==> src/rtl/axis_snoop_pkg.sv <==
// -----------------------------------------------------------------------------
// axis_snoop_pkg
// Purpose : Shared types and constants for the AXI-Stream snooper.
//   snoop_state_t  - capture FSM states
//   MODE_CONT      - continuous capture mode
//   MODE_PKT       - single-packet capture mode
//   level_width()  - bit width of a FIFO occupancy count for a given depth
// -----------------------------------------------------------------------------
package axis_snoop_pkg;

  typedef enum logic [1:0] {
    IDLE     = 2'd0,
    WAIT_SOP = 2'd1,
    CAPTURE  = 2'd2,
    DONE     = 2'd3
  } snoop_state_t;

  localparam logic MODE_CONT = 1'b0;
  localparam logic MODE_PKT  = 1'b1;

  // Occupancy must represent 0..depth inclusive, hence the extra bit.
  function automatic int level_width(input int depth);
    return $clog2(depth) + 1;
  endfunction

endpackage

==> src/rtl/snoop_fifo.sv <==
// -----------------------------------------------------------------------------
// snoop_fifo
// Purpose : Synchronous first-word-fall-through FIFO used as the capture store.
// Ports   :
//   clk, rst_n   - clock and asynchronous active-low reset
//   flush        - synchronous empty (contents discarded)
//   wr_en, din   - write request and data; accepted when not full, or when a
//                  pop happens in the same cycle
//   rd_en        - pop request; ignored while empty
//   dout         - head entry (zero while empty)
//   empty, full  - status flags
//   level        - current occupancy
// -----------------------------------------------------------------------------
module snoop_fifo #(
  parameter int WIDTH = 33,
  parameter int DEPTH = 16,
  localparam int AW   = $clog2(DEPTH)
) (
  input  logic             clk,
  input  logic             rst_n,
  input  logic             flush,
  input  logic             wr_en,
  input  logic [WIDTH-1:0] din,
  input  logic             rd_en,
  output logic [WIDTH-1:0] dout,
  output logic             empty,
  output logic             full,
  output logic [AW:0]      level
);

  logic [WIDTH-1:0] r_mem [DEPTH];
  logic [AW-1:0]    r_wptr;
  logic [AW-1:0]    r_rptr;
  logic [AW:0]      r_count;
  logic             w_do_rd;
  logic             w_do_wr;

  assign empty   = (r_count == '0);
  assign full    = (r_count == (AW+1)'(DEPTH));
  assign level   = r_count;
  assign w_do_rd = rd_en & ~empty;
  // A full FIFO can still take a write when the head leaves in the same cycle.
  assign w_do_wr = wr_en & (~full | w_do_rd);
  assign dout    = empty ? '0 : r_mem[r_rptr];

  always_ff @(posedge clk) begin
    if (w_do_wr && !flush) begin
      r_mem[r_wptr] <= din;
    end
  end

  // Pointers are AW bits wide, so they wrap modulo DEPTH on their own.
  always_ff @(posedge clk or negedge rst_n) begin
    if (!rst_n) begin
      r_wptr  <= '0;
      r_rptr  <= '0;
      r_count <= '0;
    end else if (flush) begin
      r_wptr  <= '0;
      r_rptr  <= '0;
      r_count <= '0;
    end else begin
      if (w_do_wr) r_wptr <= r_wptr + 1'b1;
      if (w_do_rd) r_rptr <= r_rptr + 1'b1;
      if (w_do_wr && !w_do_rd)      r_count <= r_count + 1'b1;
      else if (!w_do_wr && w_do_rd) r_count <= r_count - 1'b1;
    end
  end

endmodule

==> src/rtl/axis_stream_snooper.sv <==
// -----------------------------------------------------------------------------
// axis_stream_snooper
// Purpose : Passive AXI-Stream tap. Never drives tready. Tracks the latest
//           extracted field plus beat/packet counters, and captures decimated
//           samples (continuously or one aligned packet) into a FWFT FIFO.
// Ports   :
//   s00_axis_aclk, s00_axis_aresetn  - clock, async active-low reset
//   mon_tvalid/tready/tlast/tdata     - monitored stream
//   arm, stop, clear                  - control pulses (clear > stop > arm)
//   mode, decim                       - capture mode (sampled on arm), decimation
//   snooped_tdata, snooped_valid      - last handshake field and update pulse
//   beat_count, pkt_count             - saturating handshake / tlast counters
//   rd_tdata, rd_tlast, rd_tvalid,
//   rd_tready, fill_level             - capture FIFO read side
//   overflow                          - sticky dropped-beat flag
//   busy, done                        - capture FSM status
// -----------------------------------------------------------------------------
module axis_stream_snooper
  import axis_snoop_pkg::*;
#(
  parameter int C_AXIS_TDATA_WIDTH = 64,
  parameter int C_SNOOP_LSB        = 32,
  parameter int C_SNOOP_WIDTH      = 32,
  parameter int C_DEPTH            = 16,
  parameter int C_CNT_WIDTH        = 32
) (
  input  logic                              s00_axis_aclk,
  input  logic                              s00_axis_aresetn,
  input  logic                              mon_tvalid,
  input  logic                              mon_tready,
  input  logic                              mon_tlast,
  input  logic [C_AXIS_TDATA_WIDTH-1:0]     mon_tdata,
  input  logic                              arm,
  input  logic                              stop,
  input  logic                              clear,
  input  logic                              mode,
  input  logic [7:0]                        decim,
  output logic [C_SNOOP_WIDTH-1:0]          snooped_tdata,
  output logic                              snooped_valid,
  output logic [C_CNT_WIDTH-1:0]            beat_count,
  output logic [C_CNT_WIDTH-1:0]            pkt_count,
  output logic [C_SNOOP_WIDTH-1:0]          rd_tdata,
  output logic                              rd_tlast,
  output logic                              rd_tvalid,
  input  logic                              rd_tready,
  output logic [level_width(C_DEPTH)-1:0]   fill_level,
  output logic                              overflow,
  output logic                              busy,
  output logic                              done
);

  if (C_SNOOP_LSB + C_SNOOP_WIDTH > C_AXIS_TDATA_WIDTH) begin : g_bad_field
    $error("snoop field exceeds tdata width");
  end
  if (C_DEPTH < 2 || (C_DEPTH & (C_DEPTH - 1)) != 0) begin : g_bad_depth
    $error("C_DEPTH must be a power of two >= 2");
  end

  snoop_state_t             r_state;
  logic                     r_mode;
  logic [7:0]               r_decim_cnt;
  logic                     r_sop;
  logic                     r_overflow;
  logic [C_SNOOP_WIDTH-1:0] r_snoop;
  logic                     r_snoop_valid;
  logic [C_CNT_WIDTH-1:0]   r_beat;
  logic [C_CNT_WIDTH-1:0]   r_pkt;

  logic                     w_hs;
  logic [C_SNOOP_WIDTH-1:0] w_field;
  logic                     w_eligible;
  logic                     w_keep;
  logic                     w_pop;
  logic                     w_empty;
  logic                     w_full;
  logic                     w_write;
  logic                     w_drop;
  logic [C_SNOOP_WIDTH:0]   w_dout;
  logic                     w_unused_bits;

  assign w_hs          = mon_tvalid & mon_tready;
  assign w_field       = mon_tdata[C_SNOOP_LSB +: C_SNOOP_WIDTH];
  assign w_unused_bits = ^mon_tdata;
  assign w_pop         = ~w_empty & rd_tready;

  // Control pulses pre-empt capture: a beat coinciding with clear or stop is
  // never considered for storage.
  assign w_eligible = w_hs & ~clear & ~stop &
                      ((r_state == CAPTURE) | ((r_state == WAIT_SOP) & r_sop));
  // In packet mode the closing beat is always kept so the packet ends cleanly.
  assign w_keep  = w_eligible &
                   ((r_decim_cnt == 8'd0) | ((r_mode == MODE_PKT) & mon_tlast));
  assign w_write = w_keep & (~w_full | w_pop);
  assign w_drop  = w_keep & w_full & ~w_pop;

  snoop_fifo #(
    .WIDTH (C_SNOOP_WIDTH + 1),
    .DEPTH (C_DEPTH)
  ) u_fifo (
    .clk   (s00_axis_aclk),
    .rst_n (s00_axis_aresetn),
    .flush (clear),
    .wr_en (w_keep),
    .din   ({mon_tlast, w_field}),
    .rd_en (rd_tready),
    .dout  (w_dout),
    .empty (w_empty),
    .full  (w_full),
    .level (fill_level)
  );

  // Snoop path and counters run in every FSM state.
  always_ff @(posedge s00_axis_aclk or negedge s00_axis_aresetn) begin
    if (!s00_axis_aresetn) begin
      r_snoop       <= '0;
      r_snoop_valid <= 1'b0;
      r_beat        <= '0;
      r_pkt         <= '0;
      r_sop         <= 1'b1;
    end else begin
      r_snoop_valid <= w_hs;
      if (w_hs) begin
        r_snoop <= w_field;
        r_sop   <= mon_tlast;
      end
      if (clear) begin
        r_beat <= '0;
        r_pkt  <= '0;
      end else begin
        if (w_hs && (r_beat != '1))             r_beat <= r_beat + 1'b1;
        if (w_hs && mon_tlast && (r_pkt != '1)) r_pkt  <= r_pkt + 1'b1;
      end
    end
  end

  // Capture FSM, latched mode, decimation counter and sticky overflow.
  always_ff @(posedge s00_axis_aclk or negedge s00_axis_aresetn) begin
    if (!s00_axis_aresetn) begin
      r_state     <= IDLE;
      r_mode      <= MODE_CONT;
      r_decim_cnt <= 8'd0;
      r_overflow  <= 1'b0;
    end else if (clear) begin
      r_state     <= IDLE;
      r_decim_cnt <= 8'd0;
      r_overflow  <= 1'b0;
    end else if (stop) begin
      if (r_state == WAIT_SOP || r_state == CAPTURE) r_state <= IDLE;
    end else begin
      if (arm && (r_state == IDLE || r_state == DONE)) begin
        r_state     <= (mode == MODE_PKT) ? WAIT_SOP : CAPTURE;
        r_mode      <= mode;
        r_decim_cnt <= 8'd0;
      end
      if (w_eligible) begin
        if ((r_mode == MODE_PKT) && mon_tlast) r_decim_cnt <= 8'd0;
        else if (r_decim_cnt == decim)         r_decim_cnt <= 8'd0;
        else                                   r_decim_cnt <= r_decim_cnt + 8'd1;

        if (w_drop) r_overflow <= 1'b1;

        if ((r_mode == MODE_PKT) && (w_drop || (w_write && mon_tlast)))
          r_state <= DONE;
        else if (r_state == WAIT_SOP)
          r_state <= CAPTURE;
      end
    end
  end

  assign snooped_tdata = r_snoop;
  assign snooped_valid = r_snoop_valid;
  assign beat_count    = r_beat;
  assign pkt_count     = r_pkt;
  assign rd_tdata      = w_dout[C_SNOOP_WIDTH-1:0];
  assign rd_tlast      = w_dout[C_SNOOP_WIDTH];
  assign rd_tvalid     = ~w_empty;
  assign overflow      = r_overflow;
  assign busy          = (r_state == WAIT_SOP) || (r_state == CAPTURE);
  assign done          = (r_state == DONE);

endmodule

==> config.mk <==
export PLATFORM = sky130hd
export DESIGN_NAME = axis_stream_snooper
export DESIGN_NICKNAME = d
export VERILOG_FILES = /design/src/rtl/axis_snoop_pkg.sv /design/src/rtl/snoop_fifo.sv /design/src/rtl/axis_stream_snooper.sv
export SDC_FILE = /design/constraint.sdc
export NUM_CORES = 1
export LEC_CHECK = 0
export CAP_MARGIN = 30
export CORE_AREA = 2 2 199 348
export DETAILED_ROUTE_END_ITERATION = 10
export DIE_AREA = 0 0 201 350
export PLACE_DENSITY = 0.58
export REMOVE_ABC_BUFFERS = 1
export SYNTH_ARGS = -nofsm -noshare
export SYNTH_HDL_FRONTEND = slang
export SYNTH_HIERARCHICAL = 1
export SYNTH_SLANG_ARGS = --single-unit
==> constraint.sdc <==
create_clock -name s00_axis_aclk -period 3.9 [get_ports s00_axis_aclk]
set_input_delay 0.975 -clock s00_axis_aclk [delete_from_list [all_inputs] [get_ports s00_axis_aclk]]
set_output_delay 0.975 -clock s00_axis_aclk [all_outputs]
set_load 0.01 [all_outputs]
======== After elaboration in Yosys (flattened, before gate mapping) ========
Memories as Yosys holds them, arrays and structs flattened.
Index checks and enable logic that the tools add are counted.
word-level totals
  logic and storage cells ................. 110
  RAM bits ................................ 528
  input port bits ......................... 82
  memories kept ........................... 1
  register bits ........................... 123
  output and inout port bits .............. 139
memories
  name          depth  width  read ports  clocked after memory_dff  wr ports  RTL line          text
  u_fifo.r_mem  16     33     1           0                         1         snoop_fifo.sv:31  logic [WIDTH-1:0] r_mem [DEPTH];
operators by class
  mux-type cells .......................... 32
  bitwise logic cells ..................... 19
  add/sub/neg operators ................... 7
  reduce and logical (&&, ||, !) cells .... 30
  eq/ne operators ......................... 9
operator list
  cell                     count
  $mux W32                 4
  $add A32 B1 Y32 const B  2
  $ne A32 B32 Y1 const B   2
  $mux W8                  6
  $mux W33                 1
  $mux W2                  8
  $mux W4                  4
  $mux W5                  3
  $reduce_bool A2 Y1       6
  $and A1 B1 Y1            11
  $logic_and A1 B1 Y1      10
  $add A4 B1 Y4 const B    2
  $add A8 B1 Y8 const B    1
  $eq A8 B8 Y1             1
  $logic_not A8 Y1         1
  $mux W1                  6
  $reduce_and A3 Y1        2
  $reduce_bool A3 Y1       2
  $add A5 B1 Y5 const B    1
  $eq A5 B5 Y1 const B     1
  $logic_not A5 Y1         1
  $not A1 Y1               5
  $sub A5 B1 Y5 const B    1
  $eq A2 B2 Y1 const B     2
  other kinds (8)          14

======== Longest topological paths before layout ========
  depth in word-level cells ............... 13
  gate-level depth with buffers ........... 12
  gate-level depth less buffers ........... 12

======== Hierarchy ========
Netlist, hierarchy kept.
by module, submodules not included
  module               cells each  area each (um^2)  times used  sequential area each (um^2)
  snoop_fifo           924         20978.9           1           16180.5
  axis_stream_snooper  640         5804.3            1           2753.9

======== Worst setup path before layout ========
Ideal clock, no wire load.
  path kind ............................... input-to-reg
  start ................................... in mon_tvalid
  end ..................................... mem u_fifo.r_mem[0][0], enable pin
  data arrival time ....................... 4.172 ns
  path slack .............................. -0.695 ns
  setup time .............................. 0.423 ns
  path buffers ............................ 0
  stages on the path ...................... 6
  required time ........................... 3.477 ns
  cells stage by stage .................... nand2_1 > nor4_1 > a21boi_0 > a21boi_1 > nand2_1 > nor2_1
on the way
  cells in the longest elaborated chain, start to end .. 9
ends and longest elaborated chain
  item                           RTL line                   text
  from (decl)                    axis_stream_snooper.sv:29  input logic mon_tvalid,
  $and A1 B1 Y1                  axis_stream_snooper.sv:81  assign w_hs = mon_tvalid & mon_tready;
  $and A1 B1 Y1 (3 in series)    axis_stream_snooper.sv:88  assign w_eligible = w_hs & ~clear & ~stop &
  $and A1 B1 Y1                  axis_stream_snooper.sv:91  assign w_keep = w_eligible &
  via w_keep                     axis_stream_snooper.sv:72  logic w_keep;
  $and A1 B1 Y1                  snoop_fifo.sv:43           assign w_do_wr = wr_en & (~full | w_do_rd);
  $logic_and A1 B1 Y1            snoop_fifo.sv:47           if (w_do_wr && !flush) begin
  $mux W1                        snoop_fifo.sv:47
  $mux W1 (not written as such)  snoop_fifo.sv:48           r_mem[r_wptr] <= din;
  to (decl)                      snoop_fifo.sv:31
The timed path passes the listed nets, and every way through them passes these cells.

======== Final worst setup path ========
  start ................................... reg u_fifo.r_rptr[1]
  end ..................................... out rd_tdata[19]
on the way
  cells in the longest elaborated chain, start to end .. 2
ends and longest elaborated chain
  item                    RTL line                   text
  from (decl)             snoop_fifo.sv:33           logic [AW-1:0] r_rptr;
  from (signal assigned)  snoop_fifo.sv:64           if (w_do_rd) r_rptr <= r_rptr + 1'b1;
  $mem_v2 Z16 W33         -
  $mux W33                snoop_fifo.sv:44           assign dout = empty ? '0 : r_mem[r_rptr];
  to (decl)               axis_stream_snooper.sv:42  output logic [C_SNOOP_WIDTH-1:0] rd_tdata,
No other way between the ends.

==> run metrics <==
minimum clock period=3.86 ns; Avg Cell Area, Syn=approximately 17 µm²; vias in the first global route=between 15000 and 20000; Final Hold Fails=0; first-pass GRT wire length=99.0 mm; share of layout cells above drive strength 1=21.0%; Synth Cell Area=26800 µm²; Synth-to-Final Area Change=22.1%; final number of setup-violating endpoints=0; Via-to-Cell Ratio=5.49; critical-path cell list=buf_4 > buf_12 > buf_12 > mux4_2 > mux2i_2 > nor3_1 > a221o_1 > dlygate4sd2_1; register share of total power=~45%; register area share after synthesis=70.7%; Post-synth ARST share=18.9%; I/O Buffers=188; min-delay worst type=input pin to async pin; Net Sw Frac=25.9%; Core Area=67300 µm²; row cnt=between 100 and 150; Top Ports=between 200 and 250; initial drt markers=866; EDFF count, synth=approximately 530; Syn Inst Count=1564; Arrival @ worst endpoint=around 2.9 ns; crit path to=rd_tdata[19]; Die W=around 200 µm; pre-CTS WS=-0.0589 ns; largest net degree at the start of global routing=69; worst-path fanout max=15; final wirelength=65.5 mm; Multi-input gate area=7470 µm²; Clock H-tree levels=2; max_cap viols=0; CP max stage cell=dfrtp_4; RSZ-0062 raised after global routing=yes; Longest Clk Path Bufs=3; number of distinct library cells after synthesis=70; Total Neg Setup Slack=0 ns; Primary FF master, synth=edfxtp_1; most used cell, CP=buf_12; Max Slew Vio Count=0; Psw=4450 µW; DR vias=15200; gr usage total=18.6%; FF-to-FF Start=r_state[1]$_DFFE_PN0P_; post-route ant nets=0; TritonCTS buffer count=59; Int Power=roughly 13000 µW; TritonRoute pass-1 iters=5; clock-pin slew on the worst setup and hold paths=about 0.070 ns; Leak Pwr=0.0110 µW; Synth warnings=6; starting density of the core=about 40%; Slew @ Worst Pin=0.812 ns; required time worst endpoint=2.92 ns; initial antenna violation count=3; FF-to-FF End=u_fifo/level[3]$_DFFE_PN0P_; hold slack=0.384 ns; Storage cell area=18900 µm²; outcome=finished, final reports clean; cell depth of the worst flop-to-flop path=14; startpoint types=flip-flop; Worst slew margin=between 40% and 50%; routed len/inst=between 20 and 25 µm; Fmax=259 MHz; CP Capture Type=output pin; Comb pwr share=21.7%; period utilization=between 90 and 100%; Max VDD drop=0.000385 V; CP peak stage delay=0.50 ns; CTS sink cnt=roughly 650; final worst slack=0.0368 ns; CTS root buffer=clkbuf_16; CTS tree=done; number of fill cells=~5700; die outline area=70400 µm²; flop2flop setup slack=0.76 ns; clock power share=33.6%; Pwr Density=about 520 nW/µm²; DP HPWL=38.8 mm; post-synthesis register bit count=651; NumNets Final=1932; die height=350 µm; clock latency on the worst-skew pair=0.64 ns; crit path kind=flip-flop to output pin; drt drc=0; RePlAce Congestion=0.823; grt total ovfl=0; clk_skew=between 0.02 and 0.025 ns; Worst Setup SP=u_fifo/r_rptr[1]$_DFFE_PN0P_
-- per-layer routing --
layer,part of all wire [%],track usage (%),vias up
li1,-,-,6791
met4,2.1,5.11,2
met2,54,35.0,376
met3,4.7,3.49,85
met1,39,21.5,7970
met5,0.024,0,-
-- kinds of logic (layout without fill, tap and decap cells) --
kind of cell | count (synthesis) | count (layout) | share of synthesized area [%]
AOI/OAI and AO/OA | 168 | 168 | 4.62
xor gates and xnor gates | 21 | 21 | 0.687
adders and majority gates | 17 | 17 | 0.822
buffers and inverters | 110 | 423 | 1.99
DFF | 651 | 651 | 70.7
muxes | 184 | 184 | 13.1
other | 0 | 1 | 0
and+or+nand+nor | 413 | 413 | 8.07
-- per-stage QoR --
| step | instance area (µm²) | cells | utilization, % | total power [µW] |
|---|---|---|---|---|
| final | 32700 | 2774 | 48.6 | 17200 |
| after global routing | 32700 | 2774 | 48.6 | 17800 |
| after CTS | 32600 | 2767 | 48.4 | 17300 |
| after detailed placement | 30500 | 2644 | 45.3 | 11300 |
| after global placement | 30500 | 2644 | 45.3 | 11300 |
| after floorplan | 26300 | 1477 | - | 9810 |
-- worst min-delay path by stage --
| stage | endpoint | from | depth (start not counted) |
|---|---|---|---|
| after floorplan | r_sop$_DFFE_PN1N_ | r_sop$_DFFE_PN1N_ | 2 |
| after global placement | r_sop$_DFFE_PN1N_ | r_sop$_DFFE_PN1N_ | 2 |
| after detailed placement | r_sop$_DFFE_PN1N_ | r_sop$_DFFE_PN1N_ | 2 |
| after CTS | snooped_tdata[27]$_DFFE_PN0N_ | s00_axis_aresetn | 1 |
| after global routing | r_decim_cnt[1]$_DFFE_PN0P_ | s00_axis_aresetn | 1 |
| final | r_decim_cnt[1]$_DFFE_PN0P_ | s00_axis_aresetn | 1 |
-- power groups by stage --
stage	logic, µW	clock network [µW]	registers, µW
floorplan	1710	0	8100
global placement	3510	0	7830
detailed placement	3510	0	7830
CTS	3730	5940	7660
global route	4010	6170	7660
finish	3730	5770	7660
-- synth_stat cells (3+ instances only) --
cell	instances	area share, %
o211ai_1	6	0.17
or4_1	24	0.67
a221o_1	33	1.2
a221oi_1	3	0.098
nor2_1	55	0.77
o21a_1	5	0.14
mux2i_1	38	1.4
a21oi_1	43	0.80
xor2_1	8	0.26
mux4_2	132	11
ha_1	16	0.75
buf_1	7	0.098
buf_6	8	0.34
mux2_1	6	0.25
dfrtp_1	122	11
and2_1	3	0.070
nor3_1	39	0.73
o41ai_1	7	0.23
nor2b_1	14	0.33
buf_2	36	0.67
a31oi_1	6	0.14
nor4_1	13	0.30
edfxtp_1	528	59
nand3_1	31	0.58
and4_1	7	0.23
o21ai_0	21	0.39
clkbuf_1	31	0.43
or2_2	6	0.14
o311ai_0	4	0.13
nand4_1	22	0.51
nand4b_1	3	0.098
o31ai_1	21	0.59
xnor2_1	13	0.43
buf_4	3	0.084
nand2b_1	3	0.070
mux2_2	8	0.34
nand2_1	141	2.0
a22o_1	4	0.13
inv_1	22	0.31
and3_1	10	0.23
a21o_1	3	0.084
or3_1	22	0.51
nor4_2	4	0.19
-- cell usage in the layout (no fill, tap or decap), types with 18 or more instances in the layout --
master / count
o31ai_1: 21
or4_1: 23
edfxtp_1: 528
nand3_1: 31
nand2_1: 140
nor2_4: 18
clkdlybuf4s50_1: 153
or3_1: 22
clkbuf_16: 62
nor2_1: 39
buf_12: 36
o21ai_0: 21
dfrtp_1: 119
nor3_1: 39
buf_4: 62
mux2i_1: 37
a21oi_1: 43
inv_1: 22
mux4_2: 132
nand4_1: 22
a221o_1: 33
-- flip-flops by register name, indices dropped and copies added (netlist names) --
register and count:
u_fifo/r_mem 528, beat_count 32, r_state 2, r_sop 1, r_decim_cnt 8, snooped_tdata 32, u_fifo/level 5, r_mode 1
overflow 1, u_fifo/r_wptr 4, snooped_valid 1, pkt_count 32, u_fifo/r_rptr 4
-- final cells by class --
type,count,share of cell area (%)
antenna,1,0.00765
clock buffer,69,4.73
multi-input combinational,803,22.8
clock inverter,36,1.06
sequential,651,57.9
tap,896,3.43
inverter,23,0.264
timing repair buffer,295,9.71
-- worst max-delay path, delay by kind of cell, from the launching register on --
kind	cells	cell delay [ns]
buffers and inverters	4	0.74
multiplexers	2	0.64
flip-flops	1	0.50
AO/OA/AOI/OAI	1	0.29
AND/OR/NAND/NOR	1	0.08
-- repair_timing --
action	4_1_cts	5_1_grt
setup endpoints to repair	33	16
cloned	1	2
setup buffers	17	4
resized for setup	71	23
pin swaps	5	3
hold buffers	0	0
Power figures use the tool's default switching activity.
